`src/rtl/ex_issue_ctrl.sv`:
```
// EX-stage issue sequencer: steers each accepted instruction to the ALU or the MDU
// and owns the single EX->MEM result register, flush handling and an MDU watchdog.
//
// state  | meaning
// S_IDLE | result register empty, ready for a new instruction
// S_MDU  | waiting on the MDU (watchdog counting)
// S_OUT  | result register valid, waiting for MEM to take it
module ex_issue_ctrl #(
  parameter int MDU_TIMEOUT = 64,
  parameter int CNT_W       = 7
) (
  input  logic        clk,
  input  logic        reset,
  input  logic        flush,
  input  logic        in_valid,
  output logic        in_ready,
  input  logic [6:0]  in_opcode,
  input  logic [2:0]  in_funct3,
  input  logic [6:0]  in_funct7,
  input  logic [11:0] in_imm,
  input  logic [63:0] in_rs1_val,
  input  logic [63:0] in_rs2_val,
  input  logic [4:0]  in_rd,
  output logic [6:0]  alu_opcode,
  output logic [2:0]  alu_funct3,
  output logic [6:0]  alu_funct7,
  output logic [11:0] alu_immed,
  output logic [63:0] alu_reg1,
  output logic [63:0] alu_reg2,
  input  logic [63:0] alu_result,
  output logic        mdu_start,
  output logic        mdu_abort,
  output logic [63:0] mdu_a,
  output logic [63:0] mdu_b,
  output logic [2:0]  mdu_funct3,
  output logic        mdu_word,
  input  logic        mdu_done,
  input  logic [63:0] mdu_result,
  output logic        out_valid,
  input  logic        out_ready,
  output logic [63:0] out_result,
  output logic [4:0]  out_rd,
  output logic        out_illegal,
  output logic        timeout_err
);

  typedef enum logic [1:0] {S_IDLE, S_MDU, S_OUT} state_t;

  localparam logic [6:0] OP_OP    = 7'b0110011;
  localparam logic [6:0] OP_OPW   = 7'b0111011;
  localparam logic [6:0] OP_IMM   = 7'b0010011;
  localparam logic [6:0] OP_IMMW  = 7'b0011011;
  localparam logic [6:0] F7_MULDIV = 7'b0000001;
  localparam logic [CNT_W-1:0] CNT_LAST = CNT_W'(MDU_TIMEOUT - 1);

  state_t            r_state;
  state_t            w_next;
  logic [CNT_W-1:0]  r_cnt;
  logic [63:0]       r_out_result;
  logic [4:0]        r_out_rd;
  logic              r_out_illegal;
  logic              r_mdu_start;
  logic              r_mdu_abort;
  logic              r_timeout;
  logic [63:0]       r_mdu_a;
  logic [63:0]       r_mdu_b;
  logic [2:0]        r_mdu_funct3;
  logic              r_mdu_word;
  logic [4:0]        r_mdu_rd;

  logic w_is_mdu;
  logic w_is_alu;
  logic w_accept;
  logic w_wd_fire;

  assign alu_opcode = in_opcode;
  assign alu_funct3 = in_funct3;
  assign alu_funct7 = in_funct7;
  assign alu_immed  = in_imm;
  assign alu_reg1   = in_rs1_val;
  assign alu_reg2   = in_rs2_val;

  assign w_is_mdu = ((in_opcode == OP_OP) || (in_opcode == OP_OPW)) && (in_funct7 == F7_MULDIV);
  assign w_is_alu = !w_is_mdu && ((in_opcode == OP_OP) || (in_opcode == OP_OPW) ||
                                  (in_opcode == OP_IMM) || (in_opcode == OP_IMMW));
  assign w_accept = in_valid && in_ready;
  // Watchdog fires on the last permitted S_MDU cycle only if done has not arrived.
  assign w_wd_fire = (r_state == S_MDU) && !mdu_done && (r_cnt == CNT_LAST);

  always_ff @(posedge clk) begin
    if (reset) r_state <= S_IDLE;
    else       r_state <= w_next;
  end

  always_comb begin
    w_next = r_state;
    if (flush) begin
      w_next = S_IDLE;
    end else begin
      case (r_state)
        S_IDLE: if (w_accept) w_next = w_is_mdu ? S_MDU : S_OUT;
        S_MDU:  if (mdu_done || w_wd_fire) w_next = S_OUT;
        S_OUT: begin
          if (out_ready) begin
            if (w_accept) w_next = w_is_mdu ? S_MDU : S_OUT;
            else          w_next = S_IDLE;
          end
        end
        default: w_next = S_IDLE;
      endcase
    end
  end

  always_comb begin
    in_ready  = !reset && !flush &&
                ((r_state == S_IDLE) || ((r_state == S_OUT) && out_ready));
    out_valid = (r_state == S_OUT);
  end

  always_ff @(posedge clk) begin
    if (reset) begin
      r_cnt         <= '0;
      r_out_result  <= '0;
      r_out_rd      <= '0;
      r_out_illegal <= 1'b0;
      r_mdu_start   <= 1'b0;
      r_mdu_abort   <= 1'b0;
      r_timeout     <= 1'b0;
      r_mdu_a       <= '0;
      r_mdu_b       <= '0;
      r_mdu_funct3  <= '0;
      r_mdu_word    <= 1'b0;
      r_mdu_rd      <= '0;
    end else begin
      r_mdu_start <= 1'b0;
      r_mdu_abort <= 1'b0;
      if (flush) begin
        // Accept is blocked under flush, so an in-flight MDU op is the only thing to cancel.
        if (r_state == S_MDU) r_mdu_abort <= 1'b1;
        r_cnt <= '0;
      end else if (w_accept) begin
        if (w_is_mdu) begin
          r_mdu_a      <= in_rs1_val;
          r_mdu_b      <= in_rs2_val;
          r_mdu_funct3 <= in_funct3;
          r_mdu_word   <= (in_opcode == OP_OPW);
          r_mdu_rd     <= in_rd;
          r_mdu_start  <= 1'b1;
          r_cnt        <= '0;
        end else begin
          r_out_result  <= w_is_alu ? alu_result : 64'd0;
          r_out_rd      <= in_rd;
          r_out_illegal <= !w_is_alu;
        end
      end else if (r_state == S_MDU) begin
        if (mdu_done) begin
          r_out_result  <= mdu_result;
          r_out_rd      <= r_mdu_rd;
          r_out_illegal <= 1'b0;
        end else if (w_wd_fire) begin
          r_timeout     <= 1'b1;
          r_mdu_abort   <= 1'b1;
          r_out_result  <= 64'd0;
          r_out_rd      <= r_mdu_rd;
          r_out_illegal <= 1'b0;
        end else begin
          r_cnt <= r_cnt + CNT_W'(1);
        end
      end
    end
  end

  assign mdu_start   = r_mdu_start;
  assign mdu_abort   = r_mdu_abort;
  assign mdu_a       = r_mdu_a;
  assign mdu_b       = r_mdu_b;
  assign mdu_funct3  = r_mdu_funct3;
  assign mdu_word    = r_mdu_word;
  assign out_result  = r_out_result;
  assign out_rd      = r_out_rd;
  assign out_illegal = r_out_illegal;
  assign timeout_err = r_timeout;

endmodule

```
`config.mk`:
```
export PLATFORM = sky130hd
export DESIGN_NAME = ex_issue_ctrl
export DESIGN_NICKNAME = d
export VERILOG_FILES = /design/src/rtl/ex_issue_ctrl.sv
export SDC_FILE = /design/constraint.sdc
export NUM_CORES = 1
export LEC_CHECK = 0
export ABC_AREA = 1
export CORE_AREA = 2 2 256 258
export DETAILED_ROUTE_END_ITERATION = 16
export DIE_AREA = 0 0 258 260
export PLACE_DENSITY = 0.48
export SYNTH_ARGS = -nofsm -noshare
export SYNTH_HDL_FRONTEND = slang
export SYNTH_SLANG_ARGS = --single-unit
```
`constraint.sdc`:
```
create_clock -name clk -period 2.7 [get_ports clk]
set_clock_uncertainty 0.1 [all_clocks]
set_input_delay 0.27 -clock clk [delete_from_list [all_inputs] [get_ports clk]]
set_output_delay 0.27 -clock clk [all_outputs]
set_load 0.01 [all_outputs]
```
==> reports/summary.txt, run 1 <==
run status = completed
ys async rst share = 0
post-route clock period utilization = 0.850
grt ovf = 0
syn_nets = 1837
Critical Path Start Type = input port
Yosys top cell area share = 0.418
Worst EP required = 2.33 ns
Die W = 258 microns
worst path cell trace = clkdlybuf4s50_1, nor2_8, nand3_4, inv_1, clkdlybuf4s50_1
Slowest cell on crit path = clkdlybuf4s50_1
CP top delay family = buffers and inverters
Die Ht = 260 microns
Die ar. = 67100 sq um
EDFF count, synth = 0
Crit. End Element = output pin
post-synth top area cell = dfxtp_1
most common cell in the netlist = nor2_1
first-pass GRT wire length = 63.8 mm
Bufs and invs on worst path = 3
Slew Limit Headroom = 0.668
# clock sinks = 219
final setup violation count = 0
drc violations = 0
FP Rows = 93
wire per inst = 15.2 microns
post-synthesis sequential area ratio = 0.418
Yosys reg bits = 219
GP Congestion = 0.874
ys flop type = dfxtp_1
final hold violation count = 0
Most common cell on crit path = clkdlybuf4s50_1
Post-synth top cells = 423 x nor2_1, 236 x nand2_1, 219 x dfxtp_1, 202 x o21ai_0, 162 x buf_4
Max Buffers Root-to-Sink = 3
FMAX = 436 MHz
Core ar. = 64100 sq um
pwr dens = 477 nW/um^2
TritonCTS clock tree = yes
Iter 0 DRT Violations = 363
DR vias = 10900
synth warn = 0
Final Max Slew Viols = 0
first drt pass iteration count = 5
Mapped Area = 10500 sq um
Max-Cap Viols = 0
ANT nets after route = 0
worst setup path category = input port to output pin
worst min path class = input port to flop
RSZ-0062 raised after global routing = false
largest net degree at the start of global routing = 83
Cells after Synth = 1540
gr usage total = 0.120
Final min period = 2.30 ns
critical path's largest stage delay = 0.62 ns
Routed WL = 43.5 mm
Total Power = 8.45 mW
PortBufs = 635
CTS Buf Count = 28
initial antenna violation count = 2
CP Max Fanout = 6
setup_tns = 0 ns
Starting Density = 0.163
layout cells sized above 1 = 0.0425
Worst EP arrival = 1.93 ns
worst-margin pin slew = 0.499 ns
Setup Buffers After CTS = 0
Clock Latency Late Sink = 0.55 ns
nets = 2276
H-tree depth = 1
CTS Root Buffer Type = clkbuf_16
Syn Area/Cell = 6.80 sq um
vias per inst = 3.83
Synth area leaders = dfxtp_1 42%, nor2_1 15%, buf_4 12%
area post-placement = 16700 sq um
vias in the first global route = 10700
Final Cell Area = 17700 sq um
worst vdd ir = 0.412 mV
Area Growth Syn to Fin = 68.8%
Worst-path clk slew = 0.06 ns
Cell variety after synth = 25
Top Ports = 660
Final HPWL DP = 32.6 mm
Leak = 7.20 nW
what timing repair did:
action | 4_1_cts | 5_1_grt
gates resized for setup | 0 | 0
hold endpoints to repair | 3 | 0
endpoints found under the setup margin | 0 | 0
hold buffers | 1 | 0
report_power, final:
group	internal, mW	switching [mW]	total, mW
registers	3.26	0.0141	3.27
logic	0.680	0.463	1.14
clock network	2.48	1.55	4.03
total	6.42	2.03	8.45
cell type report:
type / count / area (sq um)
fill: 6914 / 46400
timing repair buffer: 663 / 6710
sequential: 219 / 4380
multi-input combinational: 968 / 4140
tap: 855 / 1070
clock buffer: 36 / 802
inverter: 99 / 378
clock inverter: 14 / 196
antenna: 1 / 2.50
registers in the layout, indices dropped and copies added, names as in the netlist:
name and cells:
mdu_a 64, mdu_abort 1, mdu_b 64, mdu_funct3 3
mdu_start 1, mdu_word 1, out_illegal 1, out_rd 5
out_result 64, r_cnt 7, r_mdu_rd 5, r_state 2
timeout_err 1
final timing paths:
check,endpoint,slack (ns),from,cells past startpoint
setup / recovery,in_ready,0.40,reset,5
hold / removal,mdu_a[8],0.22,in_rs1_val[8],3
setup reg to reg,out_result[7],0.68,r_cnt[0],9
hold reg to reg,r_mdu_rd[2],0.36,r_mdu_rd[2],2
tightest hold or removal path, delay by kind of cell:
kind	cells	cell delay (ns)
and+or+nand+nor	2	0.15
buffers and inverters	1	0.41
placed cells by master, fill, tap and decap left out, types with 5 or more instances in the layout:
cell	n
buf_12	12
clkbuf_16	29
nand3_1	75
a21oi_1	10
nand2_1	235
o21ai_0	202
nor2_1	423
dfxtp_1	219
clkdlybuf4s50_1	634
inv_1	97
buf_4	15
clkbuf_8	5
a211oi_1	5
per-layer routing:
layer	GRT usage	vias to the layer above	share of wire	routed length [microns]
met1	0.141	4915	0.41	17800
met4	0.0405	2	0.033	1450
met5	0	-	0.00041	18
met2	0.208	421	0.48	20700
met3	0.0375	61	0.081	3500
li1	-	5536	-	-
per-stage QoR:
stage / setup WS (ns) / hold slack [ns] / std cells / util
after CTS: 0.274 / 0.176 / 2854 / 0.276
after global placement: 0.140 / 0.341 / 2803 / 0.260
after detailed placement: 0.0670 / 0.349 / 2803 / 0.260
final: 0.404 / 0.222 / 2855 / 0.276
after floorplan: 0.955 / 0.305 / 1540 / -
after global routing: 0.248 / 0.212 / 2855 / 0.276
logic make-up (layout without fill, tap and decap cells):
kind of cell               Yosys count  after routing  share of synthesized area
AOI/OAI and AO/OA                  220            220                      0.107
other                                0              1                          0
xor gates and xnor gates             3              3                    0.00251
DFF                                219            219                      0.418
and+or+nand+nor                    744            744                      0.282
buffers and inverters              353            812                      0.189
adders and majority gates            1              1                    0.00119
Power figures use the tool's default switching activity.
==> run 2: changes to the inputs <==
Settings changed: CELL_PAD_IN_SITES_DETAIL_PLACEMENT from default to 0, CELL_PAD_IN_SITES_GLOBAL_PLACEMENT from default to 1, CORE_AREA 2 2 256 258 to 2 2 258 260, DIE_AREA 0 0 258 260 to 0 0 260 262, PLACE_DENSITY 0.48 to default, PLACE_DENSITY_LB_ADDON from default to 0.1, SLEW_MARGIN from default to 20.
==> reports/summary.txt, run 2 (synthesis results as in run 1) <==
run status = completed
final setup violation count = 0 (unchanged)
pwr dens = 485 nW/um^2 (+1.6%)
Final HPWL DP = 37.1 mm (+14%)
crit path to = in_ready
RSZ-0062 raised after global routing = false
R2R Path End = r_cnt[1]
Core ar. = 65300 sq um (+1.8%)
FP Rows = 94 (+1.1%)
register area = 4380 sq um (unchanged)
vias in the first global route = 11000 (+2.7%)
Placement Setup Slack = 0.122 ns (+0.0550 ns)
worst-margin pin slew = 0.802 ns (+0.303 ns)
r2r setup slk = 0.52 ns (-0.16 ns)
worst vdd ir = 0.414 mV (+0.47%)
CP Max Fanout = 6 (unchanged)
Layout fillers = 7200 (+4.1%)
Post-CTS Hold Buffers = 0 (-1)
Final WS setup = 0.391 ns (-0.0126 ns)
Worst EP arrival = 1.94 ns (about the same)
initial antenna violation count = 3 (+1)
nets = 2281 (+0.22%)
Final Max Slew Viols = 0 (unchanged)
Area Growth Syn to Fin = 69.4%
final hold violation count = 0 (unchanged)
setup_tns = 0 ns (unchanged)
first drt pass iteration count = 5 (unchanged)
Die ar. = 68100 sq um (+1.6%)
critical path's largest stage delay = 0.61 ns (about the same)
worst min path class = input port to flop
Worst-path clk slew = 0.06 ns (about the same)
GP Congestion = 0.725 (-17%)
CP top delay family = buffers and inverters
Final min period = 2.31 ns (+0.0126 ns)
ANT nets after route = 0 (unchanged)
Slowest cell on crit path = clkdlybuf4s50_1
placed instance count = 2815 (+0.43%)
Routed WL = 49.7 mm (+14%)
CTS Root Buffer Type = clkbuf_16
Leak = 7.24 nW (+0.56%)
worst setup path category = input port to output pin
Non-Filler Instances = 2871 (+0.56%)
gr usage total = 0.138 (+0.0172)
Most common cell on crit path = clkdlybuf4s50_1
H-tree depth = 1 (unchanged)
post-route clock period utilization = 0.855 (+0.00466)
multi-input logic area = 4140 sq um (unchanged)
Slew Limit Headroom = 0.466 (-0.202)
CTS Buf Count = 31 (+11%)
Final Cell Area = 17800 sq um (+0.36%)
CTS resizes = 0 (unchanged)
Worst EP required = 2.33 ns (about the same)
grt ovf = 0 (unchanged)
Die Ht = 262 microns (+0.77%)
most frequent cells in the layout = 634 x clkdlybuf4s50_1, 423 x nor2_1, 235 x nand2_1
Final Hold Slack = 0.0449 ns (-0.177 ns)
area post-placement = 16700 sq um (+0.20%)
fin util = 0.272 (-0.00393)
Max-Cap Viols = 0 (unchanged)
layout cells sized above 1 = 0.0444 (+0.00185)
Die W = 260 microns (+0.78%)
RR Startpoint = r_cnt[0]
leading cell type in the layout, fill and taps excluded = clkdlybuf4s50_1
vias per inst = 3.80 (-0.71%)
Setup Buffers After CTS = 0 (unchanged)
reg2reg path depth = 7 (-2)
Top Ports = 660 (unchanged)
Critical Path Start Type = input port
PortBufs = 635 (unchanged)
CP startpoint = flush
TritonCTS clock tree = yes
Critical Path Stages = 5 (unchanged)
Starting Density = 0.161 (-0.00290)
drc violations = 0 (unchanged)
Iter 0 DRT Violations = 493 (+36%)
wire per inst = 17.3 microns (+14%)
worst path cell trace = clkdlybuf4s50_1, nor2_8, nand3_4, inv_1, clkdlybuf4s50_1
Bufs and invs on worst path = 3 (unchanged)
Max Buffers Root-to-Sink = 3 (unchanged)
largest net degree at the start of global routing = 95 (+14%)
FMAX = 433 MHz (-0.54%)
Crit. End Element = output pin
Total Power = 8.61 mW (+1.9%)
DR vias = 10900 (-0.16%)
Clock Latency Late Sink = 0.58 ns (+0.03 ns)
first-pass GRT wire length = 71.2 mm (+12%)
# clock sinks = 219 (unchanged)
## run 2: cell count changes in the layout (fill, tap and decap cells not counted), sizes merged
cell / delta
clkbuf: +12
buf: +3
clkinv: -3
bufinv: -2
clkinvlp: -2
dlygate4sd3: -1
## run 2: tightest hold or removal path, cell delays in order
cell,delay [ns]
buf_2,0.12
nor2_1,0.08
inv_1,0.06
o2111ai_1,0.11
inv_1,0.05
## run 2: routing by layer
metal | GRT usage | wire length [microns] | vias up
met5 | 0 | 23 | -
met4 | 0.0405 | 1170 | 4
met3 | 0.0384 | 3610 | 60
met2 | 0.247 | 25000 | 347
met1 | 0.159 | 19900 | 4959
li1 | - | - | 5548
## run 2: layout make-up
| cell class | count | share of cell area |
|---|---|---|
| Antenna cell | 1 | 0.000141 |
| Clock buffer | 48 | 0.0535 |
| Timing Repair Buffer | 665 | 0.379 |
| Inverter | 99 | 0.0213 |
| Sequential cell | 219 | 0.247 |
| Clock inverter | 7 | 0.00500 |
| Multi-Input combinational cell | 968 | 0.233 |
| Tap cell | 864 | 0.0609 |
## run 2: power by group
group          internal, mW  switching (mW)  total (mW)  leakage, nW
logic                 0.685           0.478        1.16         4.95
registers              3.26          0.0142        3.27         1.77
clock network          2.57            1.60        4.17        0.517
total                  6.52            2.09        8.61         7.24
## run 2: how the worst min path moves through the flow
stage	start	to	slack [ns]	cells past startpoint
final	mdu_done	r_cnt[6]	0.04	5
after global placement	timeout_err	timeout_err	0.34	2
after CTS	mdu_done	r_cnt[6]	0.01	5
after global routing	mdu_done	timeout_err	0.09	4
after detailed placement	r_mdu_rd[1]	r_mdu_rd[1]	0.35	2
after floorplan	in_rs1_val[56]	mdu_a[56]	0.30	2
